--- config.mk ---
export PLATFORM = sky130hd
export DESIGN_NAME = irq_controller_flat
export DESIGN_NICKNAME = d
export VERILOG_FILES = /design/src/rtl/irq_controller_if.sv /design/src/rtl/irq_controller.sv /design/src/flat_wrapper.sv
export SDC_FILE = /design/constraint.sdc
export NUM_CORES = 1
export LEC_CHECK = 0
export BUFFER_PORTS_ARGS = -buffer_cell sky130_fd_sc_hd__buf_2
export CORE_MARGIN = 2
export CORE_UTILIZATION = 46
export DETAILED_ROUTE_END_ITERATION = 6
export PLACE_DENSITY = 0.78
export SYNTH_ARGS = -nofsm -noshare
export SYNTH_HDL_FRONTEND = slang
export SYNTH_SLANG_ARGS = --single-unit
--- constraint.sdc ---
create_clock -name clk -period 1.7 [get_ports clk]
set_input_delay 0.255 -clock clk [delete_from_list [all_inputs] [get_ports clk]]
set_output_delay 0.255 -clock clk [all_outputs]
set_load 0.01 [all_outputs]
--- src/rtl/irq_controller_if.sv ---
// Bundle of interrupt sources, config port and pipeline handshake for irq_controller.
// slave = controller side, master = pipeline/stimulus side.
interface irq_controller_if #(
  parameter int N_IRQ = 8,
  parameter int ID_W  = (N_IRQ > 1) ? $clog2(N_IRQ) : 1
);
  logic [N_IRQ-1:0] ext_irq;
  logic             gie;
  logic             cfg_we;
  logic [1:0]       cfg_sel;
  logic [N_IRQ-1:0] cfg_wdata;
  logic             irq_ack;
  logic             irq_done;
  logic             irq_req;
  logic [ID_W-1:0]  irq_id;
  logic [31:0]      irq_addr;
  logic             in_service;
  logic [N_IRQ-1:0] irq_pending;

  modport slave (
    input  ext_irq, gie, cfg_we, cfg_sel, cfg_wdata, irq_ack, irq_done,
    output irq_req, irq_id, irq_addr, in_service, irq_pending
  );
  modport master (
    output ext_irq, gie, cfg_we, cfg_sel, cfg_wdata, irq_ack, irq_done,
    input  irq_req, irq_id, irq_addr, in_service, irq_pending
  );
endinterface

--- src/rtl/irq_controller.sv ---
// Multi-channel external interrupt controller: sync, edge/level pending latch,
// fixed lowest-index priority and a non-nesting REQ/SERVICE handshake.
module irq_controller #(
  parameter int          N_IRQ       = 8,
  parameter logic [31:0] VEC_BASE    = 32'h0000_0100,
  parameter int unsigned VEC_STRIDE  = 4,
  parameter int          SYNC_STAGES = 2
) (
  input logic             clk,
  input logic             rst,
  irq_controller_if.slave bus
);
  localparam int ID_W = (N_IRQ > 1) ? $clog2(N_IRQ) : 1;

  typedef enum logic [1:0] {IDLE, REQ, SERVICE} state_e;

  logic [SYNC_STAGES-1:0][N_IRQ-1:0] sync_q;
  logic [N_IRQ-1:0] prev_q, en_q, edge_q, pending_q, pending_d;
  logic [N_IRQ-1:0] synced, rise, cand;
  state_e           state_q;
  logic             irq_req_q, in_service_q;
  logic [ID_W-1:0]  irq_id_q, win_id;
  logic [31:0]      irq_addr_q, win_addr;
  logic             ack_take;

  assign synced   = sync_q[SYNC_STAGES-1];
  assign rise     = synced & ~prev_q;
  assign cand     = pending_q & en_q;
  assign ack_take = (state_q == REQ) && bus.irq_ack;

  always_comb begin
    win_id = '0;
    for (int i = N_IRQ-1; i >= 0; i--)
      if (cand[i]) win_id = ID_W'(i);
  end

  assign win_addr = VEC_BASE + 32'(win_id) * 32'(VEC_STRIDE);

  // Edge channels: a same-cycle rising edge beats ack/W1C clear so no edge is lost.
  always_comb begin
    pending_d = '0;
    for (int i = 0; i < N_IRQ; i++) begin
      logic clr;
      clr = (ack_take && (irq_id_q == ID_W'(i))) ||
            (bus.cfg_we && (bus.cfg_sel == 2'd2) && bus.cfg_wdata[i]);
      if (edge_q[i]) pending_d[i] = rise[i] | (pending_q[i] & ~clr);
      else           pending_d[i] = synced[i];
    end
  end

  always_ff @(posedge clk or posedge rst) begin
    if (rst) begin
      sync_q    <= '0;
      prev_q    <= '0;
      pending_q <= '0;
      en_q      <= '0;
      edge_q    <= '0;
    end else begin
      sync_q    <= {sync_q[SYNC_STAGES-2:0], bus.ext_irq};
      prev_q    <= synced;
      pending_q <= pending_d;
      if (bus.cfg_we) begin
        case (bus.cfg_sel)
          2'd0:    en_q   <= bus.cfg_wdata;
          2'd1:    edge_q <= bus.cfg_wdata;
          default: ;
        endcase
      end
    end
  end

  // REQ never withdraws: id/addr stay frozen until the pipeline acks.
  always_ff @(posedge clk or posedge rst) begin
    if (rst) begin
      state_q      <= IDLE;
      irq_req_q    <= 1'b0;
      irq_id_q     <= '0;
      irq_addr_q   <= '0;
      in_service_q <= 1'b0;
    end else begin
      case (state_q)
        IDLE: if (bus.gie && |cand) begin
          irq_id_q   <= win_id;
          irq_addr_q <= win_addr;
          irq_req_q  <= 1'b1;
          state_q    <= REQ;
        end
        REQ: if (bus.irq_ack) begin
          irq_req_q    <= 1'b0;
          in_service_q <= 1'b1;
          state_q      <= SERVICE;
        end
        SERVICE: if (bus.irq_done) begin
          in_service_q <= 1'b0;
          state_q      <= IDLE;
        end
        default: state_q <= IDLE;
      endcase
    end
  end

  assign bus.irq_req     = irq_req_q;
  assign bus.irq_id      = irq_id_q;
  assign bus.irq_addr    = irq_addr_q;
  assign bus.in_service  = in_service_q;
  assign bus.irq_pending = pending_q;
endmodule

--- src/flat_wrapper.sv ---
// flat-port wrapper written by rule: the top's interface ports become plain ports
module irq_controller_flat 
#(
  parameter int          N_IRQ       = 8,
  parameter logic [31:0] VEC_BASE    = 32'h0000_0100,
  parameter int unsigned VEC_STRIDE  = 4,
  parameter int          SYNC_STAGES = 2
)
  (clk, rst, bus_ext_irq, bus_gie, bus_cfg_we, bus_cfg_sel, bus_cfg_wdata, bus_irq_ack, bus_irq_done, bus_irq_req, bus_irq_id, bus_irq_addr, bus_in_service, bus_irq_pending);
  irq_controller_if #(.N_IRQ(N_IRQ)) bus_i ();
  input logic clk;
  input logic rst;
  input wire logic [$bits(bus_i.ext_irq)-1:0] bus_ext_irq;
  input wire logic [$bits(bus_i.gie)-1:0] bus_gie;
  input wire logic [$bits(bus_i.cfg_we)-1:0] bus_cfg_we;
  input wire logic [$bits(bus_i.cfg_sel)-1:0] bus_cfg_sel;
  input wire logic [$bits(bus_i.cfg_wdata)-1:0] bus_cfg_wdata;
  input wire logic [$bits(bus_i.irq_ack)-1:0] bus_irq_ack;
  input wire logic [$bits(bus_i.irq_done)-1:0] bus_irq_done;
  output wire logic [$bits(bus_i.irq_req)-1:0] bus_irq_req;
  output wire logic [$bits(bus_i.irq_id)-1:0] bus_irq_id;
  output wire logic [$bits(bus_i.irq_addr)-1:0] bus_irq_addr;
  output wire logic [$bits(bus_i.in_service)-1:0] bus_in_service;
  output wire logic [$bits(bus_i.irq_pending)-1:0] bus_irq_pending;
  assign bus_i.ext_irq = bus_ext_irq;
  assign bus_i.gie = bus_gie;
  assign bus_i.cfg_we = bus_cfg_we;
  assign bus_i.cfg_sel = bus_cfg_sel;
  assign bus_i.cfg_wdata = bus_cfg_wdata;
  assign bus_i.irq_ack = bus_irq_ack;
  assign bus_i.irq_done = bus_irq_done;
  assign bus_irq_req = bus_i.irq_req;
  assign bus_irq_id = bus_i.irq_id;
  assign bus_irq_addr = bus_i.irq_addr;
  assign bus_in_service = bus_i.in_service;
  assign bus_irq_pending = bus_i.irq_pending;
  irq_controller #(.N_IRQ(N_IRQ), .VEC_BASE(VEC_BASE), .VEC_STRIDE(VEC_STRIDE), .SYNC_STAGES(SYNC_STAGES)) u_core (.clk(clk), .rst(rst), .bus(bus_i));
endmodule
Word level (Yosys, flattened, before mapping)

Cells that the tools add are included.

Add/subtract/negate cells: 1
Multiply operators: 0
Div/mod/pow operators: 0
Magnitude comparators: 0
Eq/ne operators: 14
Shifts and indexed selects: 0
Mux-type cells: 26
Bitwise operators: 27
Reductions and logical operators: 39

Operator list:

| cell                                           | number |
|---|---|
| two-way mux 3 bit                              | 8 |
| logical AND 1 bit                              | 19 |
| AND 8 bit                                      | 2 |
| == test 3 bit (second input constant)          | 4 |
| two-way mux 1 bit                              | 12 |
| adder 9 x 5 -> 10 bit (first input constant)   | 1 |
| AND reduction 3 bit                            | 3 |
| AND 1 bit                                      | 8 |
| logical OR 1 bit                               | 8 |
| inverter 1 bit                                 | 8 |
| inverter 8 bit                                 | 1 |
| bitwise OR 1 bit                               | 8 |
| OR reduction 8 bit                             | 1 |
| == test 3 x 2 -> 1 bit (second input constant) | 2 |
| two-way mux 2 bit                              | 3 |
| one-hot mux 2 bit (3 select lines)             | 1 |
| AND reduction 2 bit                            | 3 |
| == test 2 x 1 -> 1 bit (second input constant) | 2 |
| == test 2 bit (second input constant)          | 2 |
| logical NOT 2 bit                              | 2 |
| inequality test 2 bit (second input constant)  | 2 |
| one-hot mux 1 bit (2 select lines)             | 2 |
| nonzero test 2 bit                             | 2 |
| == test 3 x 1 -> 1 bit (second input constant) | 1 |
| 2 further kinds                                | 2 |

Register bits after elaboration: 87
Bits in latches: 0
Bits in writable memories: 0
ROM bits: 0
Input bits: 24
Output and inout port bits: 45
Word-level logic and storage cells: 118
Memories kept: 0

Logic depth before layout (Yosys ltp)

Gate-level depths: netlist of run 1.

Word-level depth: 10
Mapped depth: 4
Gate-level depth less buffers: 4

Worst setup path before layout of run 1

Ideal clock, no wire load.

Kind: register to register
Start point: reg u_core.pending_q[2], in the netlist u_core.bus.irq_pending[2]
End point: reg u_core.irq_id_q[0], in the netlist u_core.bus.irq_id[0]
Library setup time: 125 ps
Data arrival time: 1277 ps
Required time: 1575 ps
Path slack: 298 ps
Stages on the path, launching flop included: 5
Buffers on the path: 0
Clock period less this slack: 1402 ps
Cell sequence: dfrtp_1 a22oi_1 nand2_1 o21ai_2 mux2_2

Longest elaborated chain between the ends: 4
Elaborated cells between the ends (all ways): 7
Those cells by class: 3 x mux; 1 x bitwise; 3 x reduce/logical

Ends and longest elaborated chain:

| element                                                            | RTL line                                   | text |
|---|---|---|
| from (decl)                                                        | irq_controller.sv:18                       | `logic [N_IRQ-1:0] prev_q, en_q, edge_q, pending_q, pending_d;` |
| from (signal assigned)                                             | irq_controller.sv:61                       | `pending_q <= pending_d;` |
| AND 8 bit (*)                                                      | irq_controller.sv:28                       | `assign cand = pending_q & en_q;` |
| OR reduction 8 bit or two-way mux 3 bit (tied branches)            | irq_controller.sv:82, irq_controller.sv:34 |  |
| logical AND 1 bit or two-way mux 3 bit (tied branches)             | irq_controller.sv:82, irq_controller.sv:34 |  |
| AND reduction 2 bit (no line) or two-way mux 3 bit (tied branches) | n/a                                        |  |
| to (signal assigned)                                               | irq_controller.sv:83                       | `irq_id_q <= win_id;` |
| to (decl)                                                          | irq_controller.sv:22                       | `logic [ID_W-1:0] irq_id_q, win_id;` |

Every way passes the cells marked *; elsewhere a longest branch is shown, timed or not.
A chain may end at the register's enable or synchronous reset.

Final worst setup path of run 1

Same ends and word-level chain as after synthesis.

==> metrics, run 1 <==
die height=75.0 um; vias=1,428; Synth Instances=184; via count of the first global-routing pass=1,411; post-CTS sizing=0; Cell Area, Synth=0.00232 mm2; Final min period=1.51 ns; crit path launch type=register; Clock Pin Slew Worst Setup and Hold Paths=0.10 ns; Comb pwr share=23.2%; final hold viol count=0; Longest Clk Path Bufs=2; CP cell instances=a22oi_1, nand2_1, o21ai_2, mux2_2; commonest non-fill, non-tap cell in the layout=dfrtp_1; nets=253; Sum Neg Setup Slack=0 ns; worst vdd ir=639 uV; Layout fillers=428; Fin Hold WS=0.0429 ns; syn_area_per_cell=12.6 um2; root buffer selected by CTS=clkbuf_8; pwr dens=1310 mW/mm2; #FFs+latches synth=56; worst min-delay path category=input port to register; Initial Utilization=48.4%; Sw Ratio=31.2%; Crit Path Class=register to register; area delta synth->final=12.5%; sequential area share after synthesis=60.5%; Final Max Tran Viols=0; Leakage=1.26 nW; initial antenna violation count=0; outcome=finished, final reports clean; worst-case clock skew=0.00698 ns; largest net degree at the start of global routing=57; CTS Buf Count=5; number of diodes=0; CTS tree=done; Cell variety after synth=29; wire per inst=13.6 um; CP endpoint kind=register; Synth Warn #=0; Worst Path Arrival=1.71 ns; TritonRoute pass-1 iters=4; Initial DRC Count=61; net switching power=1.06 mW; Final setup viols=0; DRC=0; crit-path max cell delay=0.43 ns; Die X=75.0 um; Worst Path Required=1.90 ns; Clock Sinks=56; # port buffers=40; DP HPWL=2950 um; Max Fclk=0.662 GHz; die area=0.00562 mm2; fin crit share=88.8%; Crit path max-delay family=compound AO/OA/AOI/OAI gates; clock power share=24.8%; CP max-delay cell=dfrtp_1; clock latency on the worst-skew pair=0.31 ns; I/O Pins=69; total track usage=15.7%; most frequent cells in the layout=dfrtp_1, buf_2, conb_1; routed vias/inst=4.81; Internal=2.35 mW; final wirelength=4030 um; max-cap viol count=0; Critical Path Fanout Max=5; core area=0.00479 mm2; global-route wire length before repair=6440 um; Worst Path Buf+Inv=0; fraction of layout cells with a size suffix above 1=32.2%; RSZ-0062 raised after global routing=false; post-route ant nets=0; htree depth=2; Remaining Overflow, GRT=0; row count=25; sequential share of power=52.1%; GPL Wtd Cong=0.806
metal layers:
layer  vias up  part of all wire, %  wire (um)  track usage (%)
met1       709                   43       1710             19.2
met3         5                  6.6        264             4.82
met5         -                    0          0                0
met4         0                  1.4         57             5.36
met2        47                   49       1990             26.5
li1        667                    -          -                -
power groups by stage:
stage | Clock [mW] | Combinational [mW] | Sequential (mW)
after floorplan | 0 | 0.582 | 1.80
after global placement | 0 | 0.785 | 1.79
after detailed placement | 0 | 0.799 | 1.80
after CTS | 0.868 | 0.805 | 1.78
after global routing | 0.914 | 0.892 | 1.81
final | 0.846 | 0.792 | 1.78
per-stage QoR:
step	setup slack (ns)	cells	total power, mW	cell area [um2]	util (%)
2_1_floorplan	0.0737	211	2.38	2420	-
3_3_place_gp	0.257	288	2.57	2490	51.9
3_5_place_dp	0.210	288	2.60	2490	51.9
4_1_cts	0.190	297	3.45	2610	54.5
5_1_grt	0.0811	297	3.62	2610	54.5
6_report	0.191	297	3.42	2610	54.5
path summary, 6_finish.rpt:
path | endpoint | startpoint | cells after the start | slack, ns
hold / removal | u_core.sync_q[1] | bus_ext_irq[1] | 1 | 0.04
setup / recovery | u_core.bus.irq_id[0] | u_core.bus.irq_pending[2] | 4 | 0.19
max in group asynchronous | u_core.prev_q[3] | rst | 4 | 0.92
setup reg to reg | u_core.bus.irq_id[0] | u_core.bus.irq_pending[2] | 4 | 0.19
hold reg to reg | u_core.synced[2] | u_core.sync_q[2] | 0 | 0.35
min in group asynchronous | u_core.sync_q[5] | rst | 4 | 0.53
cells in the mapped netlist, drive strengths merged:
| cell type | number | area share, % |
|---|---|---|
| mux2 | 17 | 8.3 |
| a22o | 2 | 0.76 |
| and3b | 1 | 0.38 |
| nor2b | 2 | 0.54 |
| dfrtp | 56 | 60 |
| nand2 | 26 | 4.2 |
| a22oi | 4 | 1.3 |
| nand3 | 2 | 0.43 |
| or2b | 1 | 0.32 |
| a32oi | 2 | 0.76 |
| a21oi | 8 | 1.7 |
| a21o | 6 | 1.9 |
| inv | 3 | 0.49 |
| nor2 | 4 | 0.86 |
| and2 | 1 | 0.27 |
| nand2b | 1 | 0.27 |
| o22ai | 1 | 0.27 |
| buf | 32 | 11 |
| nand3b | 2 | 0.81 |
| o21ai | 2 | 0.59 |
| nor3b | 2 | 1.6 |
| conb | 1 | 0.16 |
| a221oi | 6 | 2.3 |
| a221o | 1 | 0.43 |
| o31ai | 1 | 0.32 |
cell families after synthesis:
kind of cell           Yosys count  synth area share (%)
other                            1                 0.162
AO/OA/AOI/OAI                   33                  10.4
flip-flops                      56                  60.5
multiplexers                    17                  8.26
buffers and inverters           35                  11.0
AND/OR/NAND/NOR                 42                  9.72
sequential cells by signal, indices dropped and copies added, names as in the netlist:
signal                  flops
u_core.bus.irq_pending      8
u_core.edge_q               8
u_core.en_q                 8
u_core.prev_q               8
u_core.sync_q               8
u_core.synced               8
u_core.bus.irq_addr         2
u_core.bus.irq_id           2
u_core.state_q              2
u_core.bus.in_service       1
u_core.bus.irq_req          1
timing repair:
action,in CTS,in global routing
hold buffers,1,0
hold endpoints to repair,56,0
setup buffers,0,0
setup endpoints to repair,0,0
layout make-up:
cell class / count / area (um2) / area share (%)
sequential: 56 / 1400 / 53.7
clock inverter: 3 / 42.5 / 1.63
timing repair buffer: 43 / 238 / 9.12
tap: 67 / 83.8 / 3.21
inverter: 3 / 11.3 / 0.432
clock buffer: 5 / 68.8 / 2.64
multi-input combinational: 120 / 762 / 29.2
No activity file was read; power rests on OpenSTA's default activity.
==> inputs of run 2 (changes only) <==
- PLACE_DENSITY: 0.78 -> unset
- PLACE_DENSITY_LB_ADDON: unset -> 0.08
==> run 2 against run 1 <==
Sequential cell count unchanged; clock power down 15%; hold slack better by 0.010 ns; global-route usage up 0.64 points.
==> metrics, run 2 (synthesis results as in run 1) <==
outcome=finished, final reports clean; post-route ant nets=0 (unchanged); nets=252 (-0.40%); fraction of layout cells with a size suffix above 1=31.9% (-0.30 points); largest net degree at the start of global routing=57 (unchanged); fin crit share=87.6% (-1.2 points); most frequent cells in the layout=dfrtp_1, buf_2, conb_1; crit path from=u_core.bus.irq_pending[2]; cells on worst reg2reg path=4 (unchanged); die height=75.0 um (unchanged); Worst Path Buf+Inv=0 (unchanged); crit path launch type=register; initial antenna violation count=0 (unchanged); Initial DRC Count=88 (+44%); CP Depth=4 (unchanged); htree depth=2 (unchanged); Worst Path Required=1.89 ns (about the same); Critical Path Fanout Max=5 (unchanged); worst-case clock skew=0.00343 ns (-0.00355 ns); Final min period=1.49 ns (-0.0207 ns); commonest non-fill, non-tap cell in the layout=dfrtp_1; Longest Clk Path Bufs=2 (unchanged); via count of the first global-routing pass=1,406 (-0.35%); pwr dens=1280 mW/mm2 (-2.6%); Clock Sinks=56 (unchanged); Setup crit end=u_core.bus.irq_id[0]; Leakage=1.25 nW (-0.60%); Clock Pin Slew Worst Setup and Hold Paths=0.09 ns (about the same); row count=25 (unchanged); worst relative slew slack=62.4%; Worst R2R Start=u_core.bus.irq_pending[2]; Initial Utilization=48.4% (unchanged); Crit path max-delay family=compound AO/OA/AOI/OAI gates; total track usage=16.3% (+0.64 points); CP cell instances=a22oi_1, nand2_1, o21ai_2, mux2_2; DP HPWL=3030 um (+2.9%); GPL Wtd Cong=0.894 (+11%); wire per inst=13.9 um (+2.5%); area delta synth->final=11.4%; Die X=75.0 um (unchanged); Final Max Tran Viols=0 (unchanged); reg2reg setup slack=0.21 ns (+0.02 ns); Max Fclk=0.672 GHz (+1.4%); CTS tree=done; number of diodes=0 (unchanged); CP max-delay cell=dfrtp_1; Worst Path Arrival=1.68 ns (-0.03 ns); routed vias/inst=4.86 (+1.2%); final wirelength=4110 um (+2.2%); root buffer selected by CTS=clkbuf_8; global-route wire length before repair=6670 um (+3.7%); Hold Buf Count CTS=1 (unchanged); Post-CTS Setup Repair Bufs=0 (unchanged); RSZ-0062 raised after global routing=false; core area=0.00479 mm2 (unchanged); CP endpoint kind=register; Total Power=3.29 mW (-3.6%); final hold viol count=0 (unchanged); DRC=0 (unchanged); max-cap viol count=0 (unchanged); Final setup viols=0 (unchanged); # port buffers=40 (unchanged); CTS Buf Count=5 (unchanged); clock latency on the worst-skew pair=0.30 ns (about the same); Crit Path Class=register to register; worst min-delay path category=input port to register; Remaining Overflow, GRT=0 (unchanged); vias=1,440 (+0.84%); TritonRoute pass-1 iters=6 (+2); reg2reg end=u_core.bus.irq_id[0]; I/O Pins=69 (unchanged); die area=0.00562 mm2 (unchanged); Slew @ Worst Pin=0.562 ns; Sum Neg Setup Slack=0 ns (unchanged); post-CTS sizing=0 (unchanged); worst vdd ir=600 uV (-6.2%); crit-path max cell delay=0.42 ns (about the same)
-- run 2: through the flow --
step	utilization [%]	cells	instance area, um2	worst slack (ns)	hold slack, ns
2_1_floorplan	-	211	2420	0.0737	0.286
3_3_place_gp	51.8	287	2480	0.252	0.323
3_5_place_dp	51.8	287	2480	0.220	0.328
4_1_cts	53.9	296	2580	0.195	0.0410
5_1_grt	53.9	296	2580	0.0561	0.0272
6_report	53.9	296	2580	0.211	0.0532
-- run 2: final cells by class --
class / instances / area (um2)
inverters: 3 / 11.3
fillers: 437 / 2200
clock buffers: 6 / 82.6
flip-flops and latches: 56 / 1400
repair buffers: 42 / 230
multi-input cells: 120 / 762
clock inverters: 2 / 10.0
well taps: 67 / 83.8
-- run 2: worst reg2reg max path: cells and delay by family (launching register included) --
family	cells	cell delay, ns
and+or+nand+nor	1	0.13
muxes	1	0.35
DFF	1	0.42
AOI/OAI and AO/OA	2	0.49
-- run 2: power by group --
| group | internal, mW | switching (mW) |
|---|---|---|
| registers | 1.55 | 0.227 |
| logic | 0.365 | 0.429 |
| clock network | 0.326 | 0.396 |
-- run 2: worst min path at each step --
stage                        to      startpoint  depth (start not counted)  slack, ns
2_1_floorplan  u_core.sync_q[0]  bus_ext_irq[0]                          0       0.29
3_3_place_gp   u_core.sync_q[4]             rst                          3       0.32
3_5_place_dp   u_core.sync_q[4]             rst                          3       0.33
4_1_cts        u_core.sync_q[6]  bus_ext_irq[6]                          1       0.04
5_1_grt        u_core.sync_q[5]  bus_ext_irq[5]                          1       0.03
6_report       u_core.sync_q[6]  bus_ext_irq[6]                          1       0.05
-- run 2: layer usage --
layer / global-route usage, % / vias to the layer above / routed length (um)
li1: - / 673 / -
met1: 22.4 / 697 / 1810
met2: 25.3 / 68 / 1970
met3: 4.69 / 2 / 309
met4: 4.96 / 0 / 17
met5: 0 / - / 0
==> inputs of run 3 (changes only) <==
- CORE_UTILIZATION: 46 -> 45
==> run 3 against run 2 <==
Global-route usage shrank 0.24 points; combinational power is essentially flat; cell count grew 1.4%; fmax shrank 2.8%; critical path depth is the same; sequential share of layout area shrank 0.34 points; critical path type unchanged; worst setup slack lost 0.042 ns; largest power group unchanged; first-iteration DRC count shrank 15%.
==> metrics, run 3 (synthesis results as in run 1) <==
row count=26 (+4.0%); placed cell count=291 (+1.4%); Slew @ Worst Pin=0.560 ns (-0.00211 ns); commonest non-fill, non-tap cell in the layout=dfrtp_1; crit-path max cell delay=0.43 ns (about the same); area delta synth->final=12.1%; TritonRoute pass-1 iters=6 (unchanged); CP cell instances=a22oi_1, nand2_1, o21ai_2, mux2_2; Clock Sinks=56 (unchanged); Max Fclk=0.653 GHz (-2.8%); Worst Path Arrival=1.72 ns (+0.04 ns); routed vias/inst=4.84 (-0.58%); Initial Utilization=46.0% (-2.5 points); via count of the first global-routing pass=1,393 (-0.92%); clock latency on the worst-skew pair=0.30 ns (about the same); CTS Buf Count=5 (unchanged); footprint of the multi-input gates=762 um2 (unchanged); pwr dens=1280 mW/mm2 (+0.27%); fin crit share=90.1% (+2.5 points); Longest Clk Path Bufs=2 (unchanged); Layout fillers=456 (+4.3%); Final setup viols=0 (unchanged); Crit Path Class=register to register; die height=75.8 um (+1.0%); global-route wire length before repair=6700 um (+0.40%); die area=0.00574 mm2 (+2.1%); DP HPWL=3200 um (+5.7%); Final Cell Area=0.00260 mm2 (+0.63%); RSZ-0062 raised after global routing=false; nets=253 (+0.40%); Final min period=1.53 ns (+0.0423 ns); Sum Neg Setup Slack=0 ns (unchanged); GPL Wtd Cong=0.826 (-7.6%); I/O Pins=69 (unchanged); Leakage=1.25 nW (-0.26%); most frequent cells in the layout=dfrtp_1, buf_2, conb_1; Worst Path Required=1.88 ns (about the same); CTS tree=done; max-cap viol count=0 (unchanged); Initial DRC Count=75 (-15%); wire per inst=14.2 um (+2.5%); # port buffers=40 (unchanged); vias=1,451 (+0.76%); register area=0.00140 mm2 (unchanged); total track usage=16.1% (-0.24 points); initial antenna violation count=0 (unchanged); Final Max Tran Viols=0 (unchanged); Clock Pin Slew Worst Setup and Hold Paths=0.10 ns (about the same); Placement Cell Area=0.00249 mm2 (+0.45%); outcome=finished, final reports clean; largest net degree at the start of global routing=38 (-33%); Critical Path Fanout Max=5 (unchanged); DRC=0 (unchanged); final wirelength=4270 um (+3.9%); worst relative slew slack=62.6% (+0.21 points); htree depth=2 (unchanged); worst vdd ir=584 uV (-2.6%); worst-case clock skew=0.0102 ns (+0.00681 ns); Post-Layout Cell Count=300 (+1.4%); worst min-delay path category=input port to register; Die X=75.8 um (+1.0%); Remaining Overflow, GRT=0 (unchanged); Post-CTS Setup Repair Bufs=0 (unchanged); CP endpoint kind=register; root buffer selected by CTS=clkbuf_8; final hold viol count=0 (unchanged); number of diodes=0 (unchanged); CP max-delay cell=dfrtp_1; core area=0.00504 mm2 (+5.4%); fraction of layout cells with a size suffix above 1=32.2% (+0.30 points); crit path launch type=register; post-route ant nets=0 (unchanged)
-- run 3: changes by cell type in the layout (fill, tap and decap cells not counted), sizes merged --
| cell | before | now |
|---|---|---|
| buf | 41 | 42 |
| clkinv | 2 | 0 |
| clkinvlp | 0 | 2 |
-- run 3: path summary, 6_finish.rpt --
path | from | endpoint | slack [ns] | cells after the start
setup / recovery | u_core.bus.irq_pending[2] | u_core.bus.irq_id[0] | 0.17 | 4
hold / removal | bus_ext_irq[4] | u_core.sync_q[4] | 0.05 | 1
setup reg to reg | u_core.bus.irq_pending[2] | u_core.bus.irq_id[0] | 0.17 | 4
hold reg to reg | u_core.sync_q[1] | u_core.synced[1] | 0.36 | 0
max in group asynchronous | rst | u_core.state_q[0] | 0.66 | 4
min in group asynchronous | rst | u_core.sync_q[4] | 0.49 | 3
-- run 3: layout make-up --
cell class	instances	area share [%]
clock buffers	6	3.18
clock inverters	2	0.578
repair buffers	43	9.15
multi-input cells	120	29.3
flip-flops and latches	56	53.9
well taps	70	3.37
inverters	3	0.434
-- run 3: metal layers --
| layer | track usage, % | routed length (um) | up-vias |
|---|---|---|---|
| met5 | 0 | 0 | - |
| met4 | 4.68 | 22 | 0 |
| met3 | 4.23 | 183 | 2 |
| met2 | 26.5 | 2230 | 41 |
| met1 | 20.9 | 1840 | 731 |
| li1 | - | - | 677 |
-- run 3: worst max-delay path, delay by kind of cell, from the launching register on --
family | cells | cell delay, ns
DFF | 1 | 0.43
AOI/OAI and AO/OA | 2 | 0.49
and+or+nand+nor | 1 | 0.13
muxes | 1 | 0.36
-- run 3: metrics by stage --
| stage | hold slack [ns] | setup WS [ns] | util, % | power, mW |
|---|---|---|---|---|
| after floorplan | 0.286 | 0.0737 | - | 2.38 |
| after global routing | 0.0359 | 0.0151 | 51.5 | 3.54 |
| after global placement | 0.272 | 0.262 | 49.4 | 2.59 |
| after CTS | 0.0430 | 0.178 | 51.5 | 3.36 |
| final | 0.0501 | 0.169 | 51.5 | 3.32 |
| after detailed placement | 0.282 | 0.207 | 49.4 | 2.62 |
-- run 3: timing repair --
| item | in CTS | in global routing |
|---|---|---|
| endpoints found under the hold margin | 19 | 0 |
| gates resized for setup | 0 | 0 |
| hold buffers | 1 | 0 |
-- run 3: power breakdown --
part	switching (mW)	internal, mW	leakage [nW]	total (mW)
Sequential	0.241	1.55	0.655	1.79
Clock	0.407	0.330	0.0434	0.737
Combinational	0.430	0.366	0.549	0.796
